--- src/rtl/run_ctrl_pkg.sv ---
`default_nettype none
// ============================================================================
// Module      : run_ctrl_pkg
// Description : Shared types for the CPU run controller. This package holds
//               the FSM state encoding, the halt-cause encoding and a helper
//               that sizes the breakpoint index.
// Revision    : 1.0 - initial release
// ============================================================================
package run_ctrl_pkg;

    localparam int STATE_W = 3;

    typedef enum logic [STATE_W-1:0] {
        ST_IDLE      = 3'd0,
        ST_RESET     = 3'd1,
        ST_RUN       = 3'd2,
        ST_STEP_WAIT = 3'd3,
        ST_HALTED    = 3'd4
    } state_e;

    typedef enum logic [1:0] {
        CAUSE_NONE    = 2'd0,
        CAUSE_EBREAK  = 2'd1,
        CAUSE_BP      = 2'd2,
        CAUSE_TIMEOUT = 2'd3
    } cause_e;

    // A single comparator still needs a 1-bit index port.
    function automatic int idx_width(input int n);
        return (n > 1) ? $clog2(n) : 1;
    endfunction

endpackage
`default_nettype wire

--- src/rtl/run_ctrl_bp_match.sv ---
`default_nettype none
// ============================================================================
// Module      : run_ctrl_bp_match
// Description : This block holds NUM_BP PC breakpoint comparators and a
//               lowest-index priority encoder. It is purely combinational.
// Ports       : pc_i      - current core PC
//               bp_en_i   - per-comparator enable
//               bp_addr_i - packed breakpoint addresses, entry i at [i*PC_W +: PC_W]
//               hit_o     - at least one enabled comparator matches
//               idx_o     - lowest matching comparator index (0 when no hit)
// Revision    : 1.0 - initial release
// ============================================================================
module run_ctrl_bp_match
    import run_ctrl_pkg::*;
#(
    parameter int PC_W   = 32,
    parameter int NUM_BP = 2,
    parameter int IDX_W  = idx_width(NUM_BP)
) (
    input  logic [PC_W-1:0]        pc_i,
    input  logic [NUM_BP-1:0]      bp_en_i,
    input  logic [NUM_BP*PC_W-1:0] bp_addr_i,
    output logic                   hit_o,
    output logic [IDX_W-1:0]       idx_o
);

    logic [NUM_BP-1:0] w_match;

    for (genvar g = 0; g < NUM_BP; g++) begin : g_cmp
        assign w_match[g] = bp_en_i[g] && (pc_i == bp_addr_i[g*PC_W +: PC_W]);
    end

    // The loop scans downward so that the lowest matching index is written last.
    always_comb begin
        hit_o = |w_match;
        idx_o = '0;
        for (int i = NUM_BP - 1; i >= 0; i--) begin
            if (w_match[i]) begin
                idx_o = IDX_W'(i);
            end
        end
    end

endmodule
`default_nettype wire

--- src/rtl/cpu_run_ctrl.sv ---
`default_nettype none
// ============================================================================
// Module      : cpu_run_ctrl
// Description : This is the run sequencer for the single-cycle RV core.
//               It holds the core in reset for RESET_CYCLES and then lets it
//               run. It stops the core on ebreak, on a PC breakpoint or on a
//               cycle timeout, and it reports the cause and the cycle count.
//               Single-step support is built only when RUN_CTRL_STEP_EN is
//               defined.
// Ports       : clk/rst          - clock, synchronous active-high reset
//               start/resume     - sequence start / breakpoint resume pulses
//               step_mode/step_req - single-step select / step pulse
//               ebreak_i, pc_i   - core status
//               bp_en, bp_addr   - breakpoint configuration
//               cpu_rst_o, cpu_halt_o - core control (registered)
//               state_o, cycle_cnt_o, done_o, timeout_o, bp_hit_o, bp_idx_o
//                                - status (registered)
// Revision    : 1.0 - initial release
// ============================================================================
module cpu_run_ctrl
    import run_ctrl_pkg::*;
#(
    parameter int RESET_CYCLES = 3,
    parameter int MAX_CYCLES   = 500000,
    parameter int CNT_W        = 32,
    parameter int PC_W         = 32,
    parameter int NUM_BP       = 2,
    parameter int IDX_W        = idx_width(NUM_BP)
) (
    input  logic                   clk,
    input  logic                   rst,
    input  logic                   start,
    input  logic                   resume,
    input  logic                   step_mode,
    input  logic                   step_req,
    input  logic                   ebreak_i,
    input  logic [PC_W-1:0]        pc_i,
    input  logic [NUM_BP-1:0]      bp_en,
    input  logic [NUM_BP*PC_W-1:0] bp_addr,
    output logic                   cpu_rst_o,
    output logic                   cpu_halt_o,
    output logic [STATE_W-1:0]     state_o,
    output logic [CNT_W-1:0]       cycle_cnt_o,
    output logic                   done_o,
    output logic                   timeout_o,
    output logic                   bp_hit_o,
    output logic [IDX_W-1:0]       bp_idx_o
);

    localparam int              RC_W       = (RESET_CYCLES > 1) ? $clog2(RESET_CYCLES) : 1;
    localparam logic [RC_W-1:0] RESET_LOAD = RC_W'(RESET_CYCLES - 1);
    localparam bit              TO_EN      = (MAX_CYCLES != 0);
    localparam logic [CNT_W-1:0] TIMEOUT_AT = CNT_W'(MAX_CYCLES - 1);

    state_e            state_q, state_d;
    logic [RC_W-1:0]   rst_cnt_q, rst_cnt_d;
    logic [CNT_W-1:0]  cnt_q, cnt_d;
    logic              done_q, done_d;
    logic              timeout_q, timeout_d;
    logic              bp_hit_q, bp_hit_d;
    logic [IDX_W-1:0]  bp_idx_q, bp_idx_d;
    logic              cpu_rst_q, cpu_rst_d;
    logic              cpu_halt_q, cpu_halt_d;
    logic              bp_mask_q, bp_mask_d;
`ifdef RUN_CTRL_STEP_EN
    logic              step_q, step_d;
`else
    logic              w_unused_step;
    assign w_unused_step = step_mode ^ step_req;
`endif

    logic              w_bp_hit;
    logic [IDX_W-1:0]  w_bp_idx;
    cause_e            w_cause;
    logic              w_active;

    run_ctrl_bp_match #(
        .PC_W   (PC_W),
        .NUM_BP (NUM_BP),
        .IDX_W  (IDX_W)
    ) u_bp_match (
        .pc_i      (pc_i),
        .bp_en_i   (bp_en),
        .bp_addr_i (bp_addr),
        .hit_o     (w_bp_hit),
        .idx_o     (w_bp_idx)
    );

    // Stop-cause priority is ebreak, then breakpoint, then timeout. The
    // breakpoint is masked on the first cycle after a resume so that the
    // same PC does not trigger again right away.
    always_comb begin
        w_cause = CAUSE_NONE;
        if (ebreak_i) begin
            w_cause = CAUSE_EBREAK;
        end else if (w_bp_hit && !bp_mask_q) begin
            w_cause = CAUSE_BP;
        end else if (TO_EN && (cnt_q == TIMEOUT_AT)) begin
            w_cause = CAUSE_TIMEOUT;
        end
    end

    always_comb begin
        state_d   = state_q;
        rst_cnt_d = rst_cnt_q;
        cnt_d     = cnt_q;
        done_d    = done_q;
        timeout_d = timeout_q;
        bp_hit_d  = bp_hit_q;
        bp_idx_d  = bp_idx_q;
        bp_mask_d = 1'b0;
        w_active  = 1'b0;
`ifdef RUN_CTRL_STEP_EN
        step_d    = 1'b0;
`endif

        case (state_q)
            ST_IDLE: begin
                if (start) begin
                    state_d   = ST_RESET;
                    rst_cnt_d = RESET_LOAD;
                    cnt_d     = '0;
                    done_d    = 1'b0;
                    timeout_d = 1'b0;
                    bp_hit_d  = 1'b0;
                    bp_idx_d  = '0;
                end
            end
            ST_RESET: begin
                if (rst_cnt_q == '0) begin
`ifdef RUN_CTRL_STEP_EN
                    state_d = step_mode ? ST_STEP_WAIT : ST_RUN;
`else
                    state_d = ST_RUN;
`endif
                end else begin
                    rst_cnt_d = rst_cnt_q - RC_W'(1);
                end
            end
            ST_RUN: begin
                w_active = 1'b1;
            end
`ifdef RUN_CTRL_STEP_EN
            ST_STEP_WAIT: begin
                // While a step is in progress, any further step_req is ignored.
                if (step_q) begin
                    w_active = 1'b1;
                end else if (step_req) begin
                    step_d = 1'b1;
                end
            end
`endif
            ST_HALTED: begin
                if (start) begin
                    state_d   = ST_RESET;
                    rst_cnt_d = RESET_LOAD;
                    cnt_d     = '0;
                    done_d    = 1'b0;
                    timeout_d = 1'b0;
                    bp_hit_d  = 1'b0;
                    bp_idx_d  = '0;
                end else if (resume && bp_hit_q) begin
                    state_d   = ST_RUN;
                    bp_hit_d  = 1'b0;
                    bp_mask_d = 1'b1;
                end
            end
            default: begin
                state_d = ST_IDLE;
            end
        endcase

        // The core executed this cycle. Count it and evaluate the stop
        // conditions.
        if (w_active) begin
            cnt_d = (&cnt_q) ? cnt_q : cnt_q + CNT_W'(1);
            if (w_cause != CAUSE_NONE) begin
                state_d = ST_HALTED;
`ifdef RUN_CTRL_STEP_EN
                step_d  = 1'b0;
`endif
            end
            case (w_cause)
                CAUSE_EBREAK:  done_d    = 1'b1;
                CAUSE_TIMEOUT: timeout_d = 1'b1;
                CAUSE_BP: begin
                    bp_hit_d = 1'b1;
                    bp_idx_d = w_bp_idx;
                end
                default: ;
            endcase
        end

        // The core control outputs are registered versions of the next state.
        cpu_rst_d  = (state_d == ST_IDLE) || (state_d == ST_RESET);
        cpu_halt_d = !((state_d == ST_RUN) || (state_d == ST_RESET));
`ifdef RUN_CTRL_STEP_EN
        if (step_d) begin
            cpu_halt_d = 1'b0;
        end
`endif
    end

    always_ff @(posedge clk) begin
        if (rst) begin
            state_q    <= ST_IDLE;
            rst_cnt_q  <= '0;
            cnt_q      <= '0;
            done_q     <= 1'b0;
            timeout_q  <= 1'b0;
            bp_hit_q   <= 1'b0;
            bp_idx_q   <= '0;
            cpu_rst_q  <= 1'b1;
            cpu_halt_q <= 1'b1;
            bp_mask_q  <= 1'b0;
        end else begin
            state_q    <= state_d;
            rst_cnt_q  <= rst_cnt_d;
            cnt_q      <= cnt_d;
            done_q     <= done_d;
            timeout_q  <= timeout_d;
            bp_hit_q   <= bp_hit_d;
            bp_idx_q   <= bp_idx_d;
            cpu_rst_q  <= cpu_rst_d;
            cpu_halt_q <= cpu_halt_d;
            bp_mask_q  <= bp_mask_d;
        end
    end

`ifdef RUN_CTRL_STEP_EN
    always_ff @(posedge clk) begin
        if (rst) begin
            step_q <= 1'b0;
        end else begin
            step_q <= step_d;
        end
    end
`endif

    assign cpu_rst_o   = cpu_rst_q;
    assign cpu_halt_o  = cpu_halt_q;
    assign state_o     = state_q;
    assign cycle_cnt_o = cnt_q;
    assign done_o      = done_q;
    assign timeout_o   = timeout_q;
    assign bp_hit_o    = bp_hit_q;
    assign bp_idx_o    = bp_idx_q;

endmodule
`default_nettype wire

--- config.mk ---
export PLATFORM = sky130hd
export DESIGN_NAME = cpu_run_ctrl
export DESIGN_NICKNAME = d
export VERILOG_FILES = /design/src/rtl/run_ctrl_pkg.sv /design/src/rtl/run_ctrl_bp_match.sv /design/src/rtl/cpu_run_ctrl.sv
export SDC_FILE = /design/constraint.sdc
export NUM_CORES = 1
export LEC_CHECK = 0
export CAP_MARGIN = 0
export CORE_ASPECT_RATIO = 1.2
export CORE_MARGIN = 3
export CORE_UTILIZATION = 40
export CTS_CLUSTER_SIZE = 25
export DETAILED_ROUTE_END_ITERATION = 6
export GPL_TIMING_DRIVEN = 0
export PLACE_DENSITY = 0.82
export SETUP_SLACK_MARGIN = 0.1
export SYNTH_ARGS = -nofsm -noshare
export SYNTH_HDL_FRONTEND = slang
export SYNTH_HIERARCHICAL = 1
export SYNTH_SLANG_ARGS = --single-unit
--- constraint.sdc ---
create_clock -name clk -period 5.9 [get_ports clk]
set_input_delay 0.885 -clock clk [delete_from_list [all_inputs] [get_ports clk]]
set_output_delay 0.885 -clock clk [all_outputs]
set_load 0.02 [all_outputs]
* After elaboration in Yosys (flattened, before gate mapping)
Cells that the tools add are included.
Storage, ports and cells: register bits after elaboration 44, bits in latches 0, RAM bits 0, ROM bits 0, input bits 105, output and inout port bits 41, word-level logic and storage cells 87, memories 0
Cells by class: add/subtract/negate cells 2, multiply operators 0, divide/modulo/power cells 0, magnitude comparators 0, eq/ne operators 14, shift-type cells 0, mux-type cells 39, bitwise logic cells 1, reduce and logical (&&, ||, !) cells 21
Operator list (count):
- $mux 32 | 4
- $eq 32x32->1 | 2
- $add 32x1->32 const B | 1
- $eq 32x19->1 const B | 1
- $reduce_and 32->1 | 1
- $mux 1 | 21
- $mux 3 | 6
- $pmux 3 s4 | 1
- $mux 2 | 5
- $reduce_bool 2->1 | 4
- $eq 3x1->1 const B | 2
- $eq 3x2->1 const B | 2
- $logic_not 3->1 | 2
- $reduce_and 3->1 | 2
- $eq 2x2->1 const B | 2
- $logic_and 1x1->1 | 4
- $ne 2x2->1 const B | 2
- $pmux 2 s2 | 1
- $reduce_or 2->1 | 2
- $eq 3x3->1 const B | 1
- $reduce_or 3->1 | 1
- $eq 2x1->1 const B | 1
- $logic_not 1->1 | 2
- $logic_not 2->1 | 1
- other kinds (5) | 6

* Longest topological paths before layout
Gate-level depths: netlist of run 1.
depth in word-level cells 12, gate-level depth with buffers 9

* Hierarchy
Netlist of run 1, hierarchy kept.
By module, submodules not included:
- cpu_run_ctrl | times used 1, cells an instance 286, area an instance 2378.5 um^2
- run_ctrl_bp_match | times used 1, cells an instance 90, area an instance 733.2 um^2

* Worst setup path before layout of run 1
OpenSTA, ideal clock, no wires.
kind reg2reg, start register cnt_q[1] (netlist: cycle_cnt_o[1]), end register cnt_q[23] (netlist: cycle_cnt_o[23]), arrival 2270 ps, required time 5833 ps, slack 3563 ps, stages on the path, launching flop included 9, period minus slack after synthesis 2337 ps, cells stage by stage dfxtp_1 ha_1 nand3_1 or4_1 o41ai_4 buf_6 buf_8 o31ai_1 a21oi_2
Between the ends: cells in the longest elaborated chain, start to end 3, elaborated cells on any way between the ends 6, classes of those cells 1 x add/sub; 1 x eq/ne; 2 x mux; 2 x reduce/logical
RTL lines:
- start: declaration | RTL line cpu_run_ctrl.sv:57 | logic [CNT_W-1:0] cnt_q, cnt_d;
- start signal: assignment | RTL line cpu_run_ctrl.sv:219 | cnt_q <= cnt_d;
- $add 32x1->32 or $reduce_and 32->1 (tied branches) | RTL line cpu_run_ctrl.sv:176 | cnt_d = (&cnt_q) ? cnt_q : cnt_q + CNT_W'(1);
- $mux 32 or $ne 2x2->1 (tied branches)
- $mux 32 or $reduce_and 3->1 (tied branches)
Several ways; a longest one is shown, not always the timed one. The select of a mux whose other input is x is not followed. A chain may end at the register's enable or synchronous reset.

* Worst setup path in the final report of run 1
start input start, end register cnt_q[28] (netlist: cycle_cnt_o[28])
Between the ends: cells in the longest elaborated chain, start to end 2
RTL lines:
- start: declaration | RTL line cpu_run_ctrl.sv:32 | input logic start,
- $reduce_bool 2->1 (no source line)
- $reduce_and 3->1 (no source line)
Every way passes these cells.

==> results of run 1 <==
[worst max-delay path by stage]
stage | end | start | slack [ns]
global placement | cycle_cnt_o[30] | start | 2.54
detailed placement | cycle_cnt_o[28] | start | 2.55
CTS | cycle_cnt_o[28] | start | 2.85
global route | cycle_cnt_o[30] | start | 2.65
finish | cycle_cnt_o[28] | start | 2.82
floorplan | cycle_cnt_o[23] | cycle_cnt_o[1] | 3.56
[state kept, by name, indices dropped and copies added (netlist names)]
register,flops
cpu_rst_o,1
state_o,3
done_o,1
bp_idx_o,1
cycle_cnt_o,32
cpu_halt_o,1
timeout_o,1
bp_hit_o,1
bp_mask_q,1
rst_cnt_q,2
[kinds of logic after synthesis]
group                    Yosys count  synth area share
AO/OA/AOI/OAI                     72            0.1600
flip-flops                        44            0.2831
adder cells (fa/ha/maj)            2          0.008041
multiplexers                       5           0.01649
XOR/XNOR                          66            0.1858
AND/OR/NAND/NOR                  164            0.3108
buffers and inverters             23           0.03579
[worst register-to-register path: stages (launching register included)]
cell and delay [ns]:
dfxtp_1 0.51, ha_1 0.45, nand3_1 0.14, or4_1 0.52, o41ai_4 0.49, buf_6 0.22, buf_8 0.15, o21ai_1 0.07
a21oi_1 0.15
[stage by stage]
step	hold slack, ns	area, um2
5_1_grt	0.4969	4771
6_report	0.4878	4773
3_5_place_dp	0.4707	4656
4_1_cts	0.4867	4771
3_3_place_gp	0.4404	4656
2_1_floorplan	0.4319	3112
[layer usage]
layer | GRT usage | vias to the layer above | wire length, um
li1 | - | 1720 | -
met1 | 0.2473 | 1701 | 3846
met2 | 0.4764 | 219 | 5969
met3 | 0.07514 | 34 | 1282
met4 | 0.09712 | 0 | 343
met5 | 0 | - | 0
[Yosys cell counts (8+ instances only)]
master and number:
or4_1 19, nor4_1 14, inv_1 10, dfxtp_1 44
or3_1 8, o31ai_1 17, nand2_1 26, nand4_1 25
nand3_1 13, xnor2_1 35, nor2_1 15, a21oi_1 29
xor2_1 31
[power groups by stage]
| stage | Combinational, W | Clock [W] | Sequential (W) |
|---|---|---|---|
| final | 0.000208 | 0.000243 | 0.000306 |
| after global routing | 0.000222 | 0.000256 | 0.000307 |
| after CTS | 0.000209 | 0.000244 | 0.000306 |
| after detailed placement | 0.000208 | 0 | 0.000313 |
| after global placement | 0.000204 | 0 | 0.000312 |
| after floorplan | 0.0000886 | 0 | 0.000318 |
[layout make-up]
type                    count  area, um2
repair buffers            143       1431
fillers                   621       2629
flip-flops and latches     44      880.8
clock buffers               5      68.82
diodes                      1      2.502
plain buffers              13      73.82
inverters                  10      37.54
multi-input cells         309       2120
well taps                  90      112.6
clock inverters             3      46.29
==> reports/metrics.cfg, run 1 <==
[drt]
ant_nets = 0
wl_per_cell_um = 18.51
totalWireLength_um = 11440
vias = 3674
post-route-drc-count = 0
detail_route.first_pass.iterations = 5
drt_iter0_markers = 192
via_per_inst = 5.945

[clocking]
numCtsBuffers = 5
post_cts_buffers = 0
cts_max_level = 2
cts-root-buf = clkbuf_8
clk_pin_slew_ns = 0.09
clock_latency_ns = 0.31
cts_resized = 0
clk_path_buf_depth = 2
cts_tree = built
cts_hold_buf = 0
clock-sinks = 44

[global_route]
grt_pass1_vias = 3635
overflow = 0
grt_pass1_wl_um = 17550
grt_max_degree = 16
antenna_found_initial = 1
track_usage = 0.2481

[cells_and_area]
final_nets = 633
drive_gt1_frac = 0.04934
final_cells = 618
final_cell_mix = clkdlybuf4s50_1 (143), dfxtp_1 (44), xnor2_1 (35)
final_util = 0.6449
syn2layout_area_growth_pct = 53.40
final_common_cell = clkdlybuf4s50_1

[worst_setup_path]
slowest_delay_ns = 1.07
crit_required_ns = 6.07
ff2ff_setup_slack_ns = 3.13
worstSetupPathType = in2reg
worstPathMaxFanout = 5
crit_arrival_ns = 3.25
critPathLaunchType = primary input
cp.depth = 6
r2r_end = cycle_cnt_o[2]
endpoint_kind = flip-flop
cp.buffers_inverters = 1
rr_worst_depth = 8
cp_top_family = compound AO/OA/AOI/OAI gates
slowest_stage = a2111oi_0
cp_cell_sequence = clkdlybuf4s50_1 -> nand2b_1 -> a2111oi_0 -> o2111a_1 -> a21o_1 -> a21oi_1
r2r_start = cycle_cnt_o[1]

[place]
dpl.cell_count = 609
hpwl_um = 9297
numPortBuffers = 143
gp_congestion = 0.9277
preCtsSetupSlack_ns = 2.554

[power_and_ir_drop]
switching_share = 0.2801
combPwrFrac = 0.275
peakVddDrop_v = 0.00009693
seq_power_share = 0.404
leakage_nw = 1.524
total_power_w = 0.0007572
clkPwrFrac = 0.321
p_sw_w = 0.0002121
pwr_density_cell_mw_per_mm2 = 158.6
intPower_w = 0.0005451

[timing]
rsz0062_at_grt = no
finalMaxSlewViolations = 0
setup_slack_ns = 2.815
setup_viol = 0
hold_viol_final = 0
skew_ns = 0.01215
worstMarginPinSlew_ns = 1.251
fin_crit_sh = 0.5229
period_needed_ns = 3.085
slew_headroom = 0.1447
fin_tns_setup_ns = 0
max_freq_mhz = 324.1

[synthesis]
synth_area_mm2 = 0.003112
ys_types = 54
yosysSeqAreaShare = 0.2831
yosysWarnings = 6
yosysTopAreaCellShare = 0.2831
yosysTopAreaCell = dfxtp_1
synth_nets = 483
synth_seq_cells = 44
yosys_most_used_dff = dfxtp_1
ys_top_cells_by_area = dfxtp_1 (28%), xnor2_1 (9.9%), xor2_1 (8.7%), nand4_1 (5.0%), a21oi_1 (4.7%)
synthCells = 376
syn_avg_cell_area_um2 = 8.276
ys_async_sr_fraction = 0
synth_edf_count = 0

[floorplan]
core-area_mm2 = 0.007402
io_pins = 146
die_h_um = 102.6
rows = 34
dieArea_mm2 = 0.008878
start_util = 0.4204
die_w_um = 86.52

[hold_path]
worstHoldPathType = reg2reg
min-delay-start = rst_cnt_q[0]
hold_depth = 2
worstHoldEndpoint = rst_cnt_q[0]

[run_status]
status = finished clean

[run]
maxCapViolations = 0

Power figures use the tool's default switching activity.
==> inputs of run 2 (changes only) <==
Clock period 5.9 ns to 3.2 ns, I/O delays scaled along.
==> reports/metrics.cfg, run 2 (synthesis results as in run 1) <==
[run_status]
status = finished clean

[power_and_ir_drop]
peakVddDrop_v = 0.0001795
pwr_density_cell_mw_per_mm2 = 292.5
leakage_nw = 1.524

[hold_path]
worstHoldPathType = reg2reg
hold_depth = 2

[timing]
period_needed_ns = 2.758
setup_slack_ns = 0.4420
rsz0062_at_grt = no
setup_viol = 0
finalMaxSlewViolations = 0
worst_hold_slack_ns = 0.4896
fin_crit_sh = 0.8619
skew_ns = 0.01245
fin_tns_setup_ns = 0
max_freq_mhz = 362.6
worstMarginPinSlew_ns = 1.182
slew_headroom = 0.1917
hold_viol_final = 0

[drt]
top_layer_used = met5
detail_route.first_pass.iterations = 5
vias = 3639
drt_iter0_markers = 214
totalWireLength_um = 11520
wl_met2_um = 6067
post-route-drc-count = 0
wl_met3_um = 1143
via_per_inst = 5.898
ant_nets = 0
wl_met1_um = 4032
wl_per_cell_um = 18.67

[worst_setup_path]
endpoint_kind = flip-flop
critPathLaunchType = flip-flop
crit_required_ns = 3.43
critPathLaunch = cycle_cnt_o[1]
worstSetupPathType = reg2reg
crit_end = cycle_cnt_o[27]
r2r_start = cycle_cnt_o[1]
r2r_end = cycle_cnt_o[27]
crit_arrival_ns = 2.99
ff2ff_setup_slack_ns = 0.44
rr_worst_depth = 8
worstPathMaxFanout = 10

[clocking]
cts_resized = 0
numCtsBuffers = 5
cts-root-buf = clkbuf_8
post_cts_buffers = 0
clk_pin_slew_ns = 0.09
clock_latency_ns = 0.31
cts_tree = built
clk_path_buf_depth = 2
cts_max_level = 2
cts_hold_buf = 0
clock-sinks = 44

[global_route]
overflow = 0
track_usage = 0.2480
grt_max_degree = 16
grt_pass1_wl_um = 17580
grt_pass1_vias = 3622
antenna_found_initial = 1

[place]
hpwl_um = 9297
gp_congestion = 0.9277
preCtsSetupSlack_ns = 0.2590
numPortBuffers = 143
dpl.cell_count = 609

[cells_and_area]
final_cells = 617
final_common_cell = clkdlybuf4s50_1
syn2layout_area_growth_pct = 53.32
n_antenna_cell = 0
drive_gt1_frac = 0.04934
fillers = 620
largest_register_ffs = 32
final_cell_mix = clkdlybuf4s50_1 (143), dfxtp_1 (44), xnor2_1 (35)
final_nets = 633

[floorplan]
core-area_mm2 = 0.007402
die_h_um = 102.6
dieArea_mm2 = 0.008878
io_pins = 146
die_w_um = 86.52
rows = 34
start_util = 0.4204

[run]
maxCapViolations = 0

## run 2: cell count changes in the layout (fill, tap and decap cells not counted), sizes merged
cell	delta
diode	-1
## run 2: power by group
group	switching, W	total, W	internal [W]
Sequential	0.00000683	0.000564	0.000557
Clock	0.000211	0.000446	0.000235
Combinational	0.000172	0.000385	0.000212
## run 2: cell type report
cell class / count / area, um2 / area share
Sequential cell: 44 / 880.8 / 0.1846
Clock buffer: 5 / 68.82 / 0.01442
Inverter: 10 / 37.54 / 0.007868
Tap cell: 90 / 112.6 / 0.02360
Buffer: 13 / 73.82 / 0.01547
Timing Repair Buffer: 143 / 1431 / 0.3000
Multi-Input combinational cell: 309 / 2120 / 0.4443
Clock inverter: 3 / 46.29 / 0.009704
## run 2: worst min-delay path by stage
stage | start | slack (ns) | endpoint
2_1_floorplan | rst_cnt_q[0] | 0.43 | rst_cnt_q[0]
3_3_place_gp | rst_cnt_q[0] | 0.44 | rst_cnt_q[0]
3_5_place_dp | rst_cnt_q[0] | 0.47 | rst_cnt_q[0]
4_1_cts | rst_cnt_q[0] | 0.49 | rst_cnt_q[0]
5_1_grt | rst_cnt_q[0] | 0.50 | rst_cnt_q[0]
6_report | rst_cnt_q[0] | 0.49 | rst_cnt_q[0]
## run 2: routing by layer
metal	global-route usage	up-vias
met5	0	-
met4	0.08153	2
met3	0.07034	27
met2	0.4847	195
met1	0.2493	1701
li1	-	1714
## run 2: stage by stage
stage                     total power, W  area, um2  utilization
after floorplan                0.0007487       3112            -
after global placement         0.0009519       4656       0.6290
after detailed placement       0.0009598       4656       0.6290
after CTS                       0.001399       4771       0.6445
after global routing            0.001444       4771       0.6445
final                           0.001395       4771       0.6445
## run 2: worst max-delay path, stage by stage (launching register included)
cell	delay (ns)
dfxtp_1	0.50
ha_1	0.44
nand3_1	0.14
or4_1	0.52
o41ai_4	0.49
buf_6	0.22
buf_8	0.15
o31ai_1	0.08
a21oi_1	0.15
==> inputs of run 3 (changes only) <==
Settings changed: CORE_MARGIN 3 to 5.
==> reports/metrics.cfg, run 3 (synthesis results as in run 1) <==
[cells_and_area]
n_antenna_cell = 0
drive_gt1_frac = 0.04934
final_common_cell = clkdlybuf4s50_1
final_nets = 633
final_util = 0.6264
fillers = 651
largest_register_ffs = 32
final_cell_mix = clkdlybuf4s50_1 (143), dfxtp_1 (44), xnor2_1 (35)
final_cells = 619
syn2layout_area_growth_pct = 53.40

[worst_setup_path]
critPathLaunch = cycle_cnt_o[0]
worstSetupPathType = reg2reg
slowest_delay_ns = 0.52
cp_top_family = compound AO/OA/AOI/OAI gates
crit_arrival_ns = 3.02
worstPathMaxFanout = 10
endpoint_kind = flip-flop
cp_cell_sequence = ha_1 -> nand3_1 -> or4_1 -> o41ai_4 -> buf_6 -> buf_8 -> o31ai_1 -> a21oi_2
cp.buffers_inverters = 2
crit_required_ns = 3.44
critPathLaunchType = flip-flop
r2r_start = cycle_cnt_o[0]
slowest_stage = or4_1

[run]
maxCapViolations = 0

[power_and_ir_drop]
leakage_nw = 1.524
clkPwrFrac = 0.322
intPower_w = 0.001005
seq_power_share = 0.403
switching_share = 0.2819
total_power_w = 0.001400
combPwrFrac = 0.276
peakVddDrop_v = 0.0001950
pwr_density_cell_mw_per_mm2 = 293.3
p_sw_w = 0.0003947

[clocking]
numCtsBuffers = 5
cts_max_level = 2
cts_tree = built
cts-root-buf = clkbuf_8
cts_resized = 0
clock_latency_ns = 0.31
clk_path_buf_depth = 2
clock-sinks = 44
post_cts_buffers = 0
cts_hold_buf = 0
clk_pin_slew_ns = 0.10

[floorplan]
die_h_um = 106.6
core-area_mm2 = 0.007620
rows = 35
die_w_um = 90.52
start_util = 0.4084
io_pins = 146
dieArea_mm2 = 0.009651

[drt]
vias = 3636
totalWireLength_um = 11740
wl_per_cell_um = 18.97
drt_iter0_markers = 199
ant_nets = 0
wl_met3_um = 1073
detail_route.first_pass.iterations = 4
via_per_inst = 5.874
wl_met1_um = 4454
post-route-drc-count = 0
top_layer_used = met4
wl_met2_um = 5995

[run_status]
status = finished clean

[timing]
rsz0062_at_grt = no
setup_viol = 0
finalMaxSlewViolations = 0
hold_viol_final = 0
fin_tns_setup_ns = 0
setup_slack_ns = 0.4213
slew_headroom = 0.2070
skew_ns = 0.01494
period_needed_ns = 2.779
fin_crit_sh = 0.8683
worstMarginPinSlew_ns = 1.160
max_freq_mhz = 359.9

[global_route]
overflow = 0
grt_pass1_wl_um = 18580
grt_max_degree = 16
antenna_found_initial = 0
track_usage = 0.2350
grt_pass1_vias = 3590

[place]
gp_congestion = 0.9313
preCtsSetupSlack_ns = 0.2143
numPortBuffers = 143
hpwl_um = 9406
dpl.cell_count = 611

[hold_path]
min-delay-start = rst_cnt_q[0]
worstHoldPathType = reg2reg

run 3: cell counts in the layout (fill, tap and decap cells not counted):
Identical to the previous run, type by type.
run 3: per-stage QoR:
step | instance area (um2) | hold WS [ns]
floorplan | 3112 | 0.4319
global placement | 4658 | 0.4391
detailed placement | 4658 | 0.4551
CTS | 4773 | 0.4689
global route | 4773 | 0.4847
finish | 4773 | 0.4709
run 3: final cells by class:
type / instances / area (um2) / share of cell area
tap: 92 / 115.1 / 0.02412
multi-input combinational: 309 / 2120 / 0.4440
sequential: 44 / 880.8 / 0.1845
timing repair buffer: 143 / 1431 / 0.2999
inverter: 10 / 37.54 / 0.007864
clock buffer: 5 / 68.82 / 0.01442
buffer: 13 / 73.82 / 0.01547
clock inverter: 3 / 46.29 / 0.009699
run 3: final timing paths:
check / endpoint / slack (ns) / cells after the start
max: cycle_cnt_o[13] / 0.42 / 8
min: rst_cnt_q[0] / 0.47 / 2
max reg2reg: cycle_cnt_o[13] / 0.42 / 8
min reg2reg: rst_cnt_q[0] / 0.47 / 2
run 3: metal layers:
layer  up-vias  global-route usage
met5         -                   0
met4         0             0.05745
met3        28             0.06526
met2       192              0.4367
met1      1687              0.2622
li1       1729                   -
run 3: worst min-delay path, cell delays in order, from the launching register on:
cell     delay [ns]
dfxtp_1        0.33
nand2_1        0.06
a21oi_1        0.05
run 3: power by group through the flow:
stage          Clock [W]  Sequential [W]  Combinational, W
6_report        0.000450        0.000564          0.000386
5_1_grt         0.000473        0.000565          0.000411
4_1_cts         0.000450        0.000564          0.000385
3_5_place_dp           0        0.000577          0.000382
3_3_place_gp           0        0.000576          0.000375
2_1_floorplan          0        0.000585          0.000163
